==> src/rtl/jtopl_vib_ctrl_if.sv <==
// Slot-side bus of the OPL vibrato sequencer: per-slot inputs from the
// operator pipeline and the modulated fnum / status returned to it.
interface jtopl_vib_ctrl_if;
    logic       cen;
    logic       zero;
    logic       test_lfo;
    logic       vib_dep;
    logic       viben_I;
    logic [9:0] fnum_I;
    logic [4:0] slot;
    logic [2:0] vib_cnt;
    logic [3:0] pm_offset;
    logic [9:0] fnum_II;
    logic       sync_err;

    modport master (
        output cen, zero, test_lfo, vib_dep, viben_I, fnum_I,
        input  slot, vib_cnt, pm_offset, fnum_II, sync_err
    );

    modport slave (
        input  cen, zero, test_lfo, vib_dep, viben_I, fnum_I,
        output slot, vib_cnt, pm_offset, fnum_II, sync_err
    );
endinterface

==> src/rtl/jtopl_vib_ctrl.sv <==
// OPL vibrato sequencer: slot/frame tracking, vibrato LFO step and per-slot
// fnum phase-modulation offset with a one-enable registered result.
module jtopl_vib_ctrl #(
    parameter int SLOTS   = 18,
    parameter int VIB_DIV = 1024
) (
    input  logic            clk,
    input  logic            rst,
    jtopl_vib_ctrl_if.slave bus
);

    typedef enum logic {
        ST_ALIGN = 1'b0,
        ST_RUN   = 1'b1
    } state_e;

    localparam logic [4:0] SLOT_LAST = 5'(SLOTS - 1);
    localparam logic [9:0] FRM_LAST  = 10'(VIB_DIV - 1);
    localparam logic [4:0] SLOT_AFTER_ZERO = (SLOTS > 1) ? 5'd1 : 5'd0;

    // Offset magnitude comes from the top three fnum bits, halved on odd
    // LFO steps and again in shallow mode; vib_cnt[2] selects the sign.
    function automatic logic [3:0] calc_pm(
        input logic [2:0] vc,
        input logic       en,
        input logic       dep,
        input logic [9:0] fn
    );
        logic [2:0] r;
        logic [3:0] mag;
        r   = vc[0] ? {1'b0, fn[9:8]} : fn[9:7];
        r   = dep ? r : {1'b0, r[2:1]};
        mag = {1'b0, r};
        if (!en || (vc[1:0] == 2'd0)) begin
            calc_pm = 4'd0;
        end else if (vc[2]) begin
            calc_pm = 4'd0 - mag;
        end else begin
            calc_pm = mag;
        end
    endfunction

    state_e     state_q, state_d;
    logic [4:0] slot_q, slot_d;
    logic [9:0] frm_cnt_q, frm_cnt_d;
    logic [2:0] vib_cnt_q, vib_cnt_d;
    logic [9:0] fnum_q, fnum_d;
    logic       sync_err_q, sync_err_d;
    logic [3:0] pm_s;

    assign pm_s          = calc_pm(vib_cnt_q, bus.viben_I, bus.vib_dep, bus.fnum_I);
    assign bus.pm_offset = pm_s;
    assign bus.slot      = bus.zero ? 5'd0 : slot_q;
    assign bus.vib_cnt   = vib_cnt_q;
    assign bus.fnum_II   = fnum_q;
    assign bus.sync_err  = sync_err_q;

    // Next-state logic: alignment FSM, counters, LFO step and modulated fnum.
    always_comb begin
        state_d    = state_q;
        slot_d     = slot_q;
        frm_cnt_d  = frm_cnt_q;
        vib_cnt_d  = vib_cnt_q;
        fnum_d     = fnum_q;
        sync_err_d = sync_err_q;
        if (bus.cen) begin
            fnum_d = bus.fnum_I + {{6{pm_s[3]}}, pm_s};
            if (bus.zero) begin
                slot_d    = SLOT_AFTER_ZERO;
                state_d   = ST_RUN;
                frm_cnt_d = (frm_cnt_q == FRM_LAST) ? 10'd0 : frm_cnt_q + 10'd1;
                if ((frm_cnt_q == FRM_LAST) || bus.test_lfo) begin
                    vib_cnt_d = vib_cnt_q + 3'd1;
                end else begin
                    vib_cnt_d = vib_cnt_q;
                end
            end else begin
                slot_d = (slot_q == SLOT_LAST) ? 5'd0 : slot_q + 5'd1;
            end
            // A zero off slot 0, or slot 0 passing without a zero, is misalignment.
            case (state_q)
                ST_ALIGN: sync_err_d = sync_err_q;
                ST_RUN: begin
                    if ((bus.zero && (slot_q != 5'd0)) || (!bus.zero && (slot_q == 5'd0))) begin
                        sync_err_d = 1'b1;
                    end else begin
                        sync_err_d = sync_err_q;
                    end
                end
                default: sync_err_d = sync_err_q;
            endcase
        end else begin
            state_d = state_q;
        end
    end

    // State registers with asynchronous clear back to the alignment state.
    always_ff @(posedge clk or posedge rst) begin
        if (rst) begin
            state_q    <= ST_ALIGN;
            slot_q     <= 5'd0;
            frm_cnt_q  <= 10'd0;
            vib_cnt_q  <= 3'd0;
            fnum_q     <= 10'd0;
            sync_err_q <= 1'b0;
        end else begin
            state_q    <= state_d;
            slot_q     <= slot_d;
            frm_cnt_q  <= frm_cnt_d;
            vib_cnt_q  <= vib_cnt_d;
            fnum_q     <= fnum_d;
            sync_err_q <= sync_err_d;
        end
    end

endmodule
==> src/flat_wrapper.sv <==
// flat-port wrapper written by rule: the top's interface ports become plain ports
module jtopl_vib_ctrl_flat 
#(
    parameter int SLOTS   = 18,
    parameter int VIB_DIV = 1024
)
  (clk, rst, bus_cen, bus_zero, bus_test_lfo, bus_vib_dep, bus_viben_I, bus_fnum_I, bus_slot, bus_vib_cnt, bus_pm_offset, bus_fnum_II, bus_sync_err);
  jtopl_vib_ctrl_if bus_i ();
  input  logic clk;
  input  logic rst;
  input wire logic [$bits(bus_i.cen)-1:0] bus_cen;
  input wire logic [$bits(bus_i.zero)-1:0] bus_zero;
  input wire logic [$bits(bus_i.test_lfo)-1:0] bus_test_lfo;
  input wire logic [$bits(bus_i.vib_dep)-1:0] bus_vib_dep;
  input wire logic [$bits(bus_i.viben_I)-1:0] bus_viben_I;
  input wire logic [$bits(bus_i.fnum_I)-1:0] bus_fnum_I;
  output wire logic [$bits(bus_i.slot)-1:0] bus_slot;
  output wire logic [$bits(bus_i.vib_cnt)-1:0] bus_vib_cnt;
  output wire logic [$bits(bus_i.pm_offset)-1:0] bus_pm_offset;
  output wire logic [$bits(bus_i.fnum_II)-1:0] bus_fnum_II;
  output wire logic [$bits(bus_i.sync_err)-1:0] bus_sync_err;
  assign bus_i.cen = bus_cen;
  assign bus_i.zero = bus_zero;
  assign bus_i.test_lfo = bus_test_lfo;
  assign bus_i.vib_dep = bus_vib_dep;
  assign bus_i.viben_I = bus_viben_I;
  assign bus_i.fnum_I = bus_fnum_I;
  assign bus_slot = bus_i.slot;
  assign bus_vib_cnt = bus_i.vib_cnt;
  assign bus_pm_offset = bus_i.pm_offset;
  assign bus_fnum_II = bus_i.fnum_II;
  assign bus_sync_err = bus_i.sync_err;
  jtopl_vib_ctrl #(.SLOTS(SLOTS), .VIB_DIV(VIB_DIV)) u_core (.clk(clk), .rst(rst), .bus(bus_i));
endmodule
==> config.mk <==
export PLATFORM = sky130hd
export DESIGN_NAME = jtopl_vib_ctrl_flat
export DESIGN_NICKNAME = d
export VERILOG_FILES = /design/src/rtl/jtopl_vib_ctrl_if.sv /design/src/rtl/jtopl_vib_ctrl.sv /design/src/flat_wrapper.sv
export SDC_FILE = /design/constraint.sdc
export NUM_CORES = 1
export LEC_CHECK = 0
export BUFFER_PORTS_ARGS = -buffer_cell sky130_fd_sc_hd__clkbuf_2
export CORE_ASPECT_RATIO = 0.9
export CORE_MARGIN = 2
export CORE_UTILIZATION = 50
export DETAILED_ROUTE_END_ITERATION = 6
export PLACE_DENSITY = 0.76
export SYNTH_ARGS = -nofsm -noshare
export SYNTH_HDL_FRONTEND = slang
export SYNTH_SLANG_ARGS = --single-unit
==> constraint.sdc <==
create_clock -name clk -period 3.8 [get_ports clk]
set_clock_uncertainty 0.2 [all_clocks]
set_input_delay 0.95 -clock clk [delete_from_list [all_inputs] [get_ports clk]]
set_output_delay 0.95 -clock clk [all_outputs]
set_load 0.02 [all_outputs]
Yosys cells after proc, flatten, opt, wreduce, memory -nomap -nowiden. Index checks and enable logic that the tools add are counted.

Equality and inequality tests: 3. $add $sub $neg: 5. Mux-type cells: 10. Reductions and logical operators: 13.

Operators by type and width (count): 5-bit 2-to-1 mux (3); 10-bit by 1-bit adder with 10-bit output, second input constant (1); 10-bit adder (1); 10-bit == test, second input constant (1); 10-bit 2-to-1 mux (1); 4-bit 2-to-1 mux (2); 3-bit 2-to-1 mux (2); 3-bit AND reduction (2); 5-bit by 1-bit adder with 5-bit output, second input constant (1); 5-bit == test, second input constant (1); 5-bit logical NOT (1); 5-bit nonzero test (1); 1-bit by 3-bit subtractor with 4-bit output, first input constant (1); 3-bit by 1-bit adder with 3-bit output, second input constant (1); 1-bit logical OR (3); 1-bit logical AND (2); 1-bit logical NOT (2); 2-bit logical NOT (1); 1-bit 2-to-1 mux (2); 2-bit inequality test, second input constant (1); 2-bit AND reduction (1).

Bits in registers: 30. Logic and storage cells: 37. Input port bits: 17. Output and inout port bits: 23.

Depth between registers and ports, before layout.
Depth after elaboration: 6. Mapped depth: 13. Gate-level depth less buffers: 13.

Worst setup path before layout. No wires, ideal clock.

Path kind: input-to-reg. Start point: in bus_vib_dep. End point: reg u_core.fnum_q[6], in the netlist u_core.bus.fnum_II[6]. Data required time: 3508 ps. Data arrival time: 3304 ps. Slack: 205 ps. Library setup time: 92 ps. Buffers on the path: 0. Stages: 12. Cells stage by stage: mux2_2 a21oi_1 ha_1 nor2b_1 xnor2_1 nor2_1 ha_1 nor2b_4 o31a_1 o21a_1 o21a_1 o31ai_2.

Word-level cells in the longest chain between the ends: 5.

Ends and longest elaborated chain: start, declared (RTL line flat_wrapper.sv:14) `input wire logic [$bits(bus_i.vib_dep)-1:0] bus_vib_dep;`; 3-bit 2-to-1 mux * (RTL line jtopl_vib_ctrl.sv:32) `r = dep ? r : {1'b0, r[2:1]};`; 1-bit by 3-bit subtractor with 4-bit output (RTL line jtopl_vib_ctrl.sv:37) `calc_pm = 4'd0 - mag;`; 4-bit 2-to-1 mux * (RTL line jtopl_vib_ctrl.sv:36) `end else if (vc[2]) begin`; 4-bit 2-to-1 mux * (RTL line jtopl_vib_ctrl.sv:34) `if (!en || (vc[1:0] == 2'd0)) begin`; net bus_pm_offset[2] (RTL line flat_wrapper.sv:19) `output wire logic [$bits(bus_i.pm_offset)-1:0] bus_pm_offset;`; 10-bit adder * (RTL line jtopl_vib_ctrl.sv:67) `fnum_d = bus.fnum_I + {{6{pm_s[3]}}, pm_s};`; end signal, assigned (RTL line jtopl_vib_ctrl.sv:111) `fnum_q <= fnum_d;`; end, declared (RTL line jtopl_vib_ctrl.sv:47) `logic [9:0] fnum_q, fnum_d;`.

Mark *: on every way through the listed nets, which the timed path passes. The rest lies on a longest branch. A chain may end at the register's enable or synchronous reset.

Final worst setup path.
Start point: in bus_vib_dep. End point: out bus_pm_offset[1].

Word-level cells in the longest chain between the ends: 4.

Ends and longest elaborated chain (RTL line): 3-bit 2-to-1 mux * (jtopl_vib_ctrl.sv:32); 1-bit by 3-bit subtractor with 4-bit output (jtopl_vib_ctrl.sv:37); 4-bit 2-to-1 mux * (jtopl_vib_ctrl.sv:36); 4-bit 2-to-1 mux * (jtopl_vib_ctrl.sv:34); end, declared (flat_wrapper.sv:19).

Mark *: on every way between the ends. The rest lies on a longest branch, timed or not.

==> impl_metrics.ini <==
[floorplan]
core_mm2 = 0.00373
start_util_pct = 52.0
dieHeight_um = 63.1
dieArea_mm2 = 0.00440
ioPinCount = 40
die_w_um = 69.7
rows = 21

[global_routing]
grt_pass1_wl_um = 6710
grt_pass1_vias = 1480
antenna_found_initial = 0
grt_max_degree = 20
gr-total-overflow = 0
gr-usage-all-layers_pct = 19.2

[final_layout]
fill_cells = 344
antennaDiodeCount = 0
layout.nets = 285
syn2layout_area_growth_pct = 17.6
final_area_mm2 = 0.00228
drive_gt1_share_pct = 25.0

[drt]
drtIter0Drc = 108
wl_per_cell_um = 13.0
via_per_inst = 5.37
finalWirelength_um = 3860
drc = 0
drt_first_pass_iters = 4
ant_nets = 0
vias = 1599

[run]
drv_cap = 0

[clock_network]
cts-buffers-inserted = 5
clock_latency_ns = 0.28
cts_setup_buffers = 0
htreeDepth = 2
ctsResizeCount = 0
cts_tree = built
postCtsHoldBufs = 0
path_clk_slew_ns = 0.06
cts.sinks = 30
root_buffer = clkbuf_8
ctsLongestPathBuffers = 2

[synthesis]
synthAdderAreaFrac_pct = 11.3
synth_edf_count = 0
synthTopCellsByCount = 30 x dfrtp_1, 16 x ha_1, 16 x nand2_1, 16 x nor2_1, 15 x xnor2_1
syn-num-nets = 241
synth_flop_cell = dfrtp_1
synthSimpleGateAreaFrac_pct = 18.4
synth_area_mm2 = 0.00194
ys_top_cells_by_area = dfrtp_1 39%, ha_1 10%, xnor2_1 6.8%
async_flop_share_pct = 100
yosysTopAreaCell = dfrtp_1
synth.distinct_cells = 45
synth.most_common_cell = dfrtp_1
synth-seq-cells = 30
synth-xor-area-share_pct = 6.77
synth_warnings = 0
syn_inst = 207
syn_avg_cell_area_um2 = 9.37
synthMuxAreaShare_pct = 4.51
synth-compound-area-share_pct = 16.9
synth_top_family_by_area = simple AND/OR/NAND/NOR gates
ys_seq_area_share_pct = 38.7
synth.top_cell.area_share_pct = 38.7

[sta]
worstMarginPinSlew_ns = 0.474
fmax_mhz = 281
fin_crit_ns = 3.56
slew_viol_final = 0
finalSetupViolations = 0
fin_crit_sh_pct = 93.8
setup_slack_ns = 0.236
fin_setup_tns_ns = 0
hold_violations = 0
rsz0062_at_grt = false
relSlewSlack_pct = 68.4

[worst_setup_path]
crit_type = in2out
cp_max_fo = 6
worstPathArrival_ns = 2.41
rrSetupSlack_ns = 0.83
worstSetupEndpointType = output pin
start_kind = primary input
required_ns = 2.65

[hold_path]
hp-class = reg2reg

[power]
p_leak_nw = 1.08
p_per_area_mw_per_mm2 = 592
max-vdd-ir-drop_mv = 0.353

[placed_design]
dp_hpwl_um = 3000
dpl-instance-area_mm2 = 0.00219
port_buffers = 39
place_congestion = 0.837
pre_cts_ws_ns = 0.0168

[status]
outcome = finished, final reports clean
## sequential cells by signal, summed over array words and instances (netlist names)
name and flops:
u_core.bus.fnum_II 10, u_core.slot_q 5, u_core.bus.sync_err 1, u_core.bus.vib_cnt 3, u_core.state_q 1, u_core.frm_cnt_q 10
## worst paths after layout
| check | start | to | cells after the start |
|---|---|---|---|
| worst max-delay path | bus_vib_dep | bus_pm_offset[1] | 8 |
| worst min-delay path | u_core.state_q | u_core.state_q | 1 |
| worst max register to register | u_core.bus.vib_cnt[0] | u_core.bus.fnum_II[9] | 12 |
| worst min register to register | u_core.state_q | u_core.state_q | 1 |
| max in group asynchronous | rst | u_core.slot_q[2] | 3 |
| min in group asynchronous | rst | u_core.frm_cnt_q[3] | 2 |
## cell type report
class	count	area (um2)	area share, %
Clock buffer	7	86.3	3.78
Clock inverter	1	5.00	0.219
Inverter	13	48.8	2.14
Multi-Input combinational cell	160	1120	49.2
Sequential cell	30	751	32.9
Tap cell	46	57.6	2.52
Timing Repair Buffer	41	210	9.21
## worst max-delay path, stage by stage
cell	delay [ns]
clkbuf_2	0.14
mux2_2	0.34
a21oi_1	0.19
ha_1	0.26
mux2i_1	0.13
or2_1	0.17
inv_1	0.07
clkbuf_2	0.16
## kinds of logic (layout without fill, tap and decap cells)
logic type,count (synthesis),count (layout)
flops,30,30
fa+ha+maj,17,17
buf+inv,17,62
compound gates,49,49
simple gates,71,71
xor+xnor,15,15
mux,8,8
## placed cells by master (no fill, tap or decap), types with 2 or more instances in the layout
cell type | Yosys | routed
clkbuf_2 | 0 | 39
dfrtp_1 | 30 | 30
nor2_1 | 16 | 16
nand2_1 | 16 | 16
ha_1 | 16 | 16
xnor2_1 | 15 | 15
inv_1 | 13 | 13
a21oi_1 | 11 | 11
o21ai_0 | 11 | 11
nand3_1 | 10 | 10
mux2_2 | 6 | 6
clkbuf_8 | 0 | 6
nor3_1 | 5 | 5
nor2b_1 | 5 | 5
nand2b_1 | 4 | 4
o31ai_1 | 3 | 3
nand4_1 | 3 | 3
a21o_1 | 3 | 3
and3_1 | 3 | 3
o21a_1 | 3 | 3
and2_1 | 2 | 2
or2_1 | 2 | 2
mux2i_1 | 2 | 2
o21ai_1 | 2 | 2
a31oi_1 | 2 | 2
buf_4 | 0 | 2
## per-layer routing
metal | track usage [%] | part of all wire (%) | vias up | wire [um]
met2 | 31.0 | 48 | 29 | 1850
li1 | - | - | 808 | -
met1 | 24.8 | 47 | 753 | 1810
met3 | 5.12 | 3.5 | 9 | 134
met5 | 0 | 0 | - | 0
met4 | 7.21 | 1.8 | 0 | 70
## power by group
part	internal [W]	leakage [nW]	switching [W]	total, W
clock network	0.000146	0.0482	0.000116	0.000262
logic	0.000256	0.661	0.000345	0.000600
registers	0.000411	0.369	0.0000762	0.000487
## through the flow
stage               cells  util [%]  hold slack [ns]  power, W
CTS                   298      61.2            0.273   0.00136
global placement      290      58.7            0.252   0.00108
global route          298      61.2            0.277   0.00146
finish                298      61.2            0.270   0.00135
floorplan             207         -            0.235  0.000923
detailed placement    290      58.7            0.255   0.00110
Power figures use the tool's default switching activity.
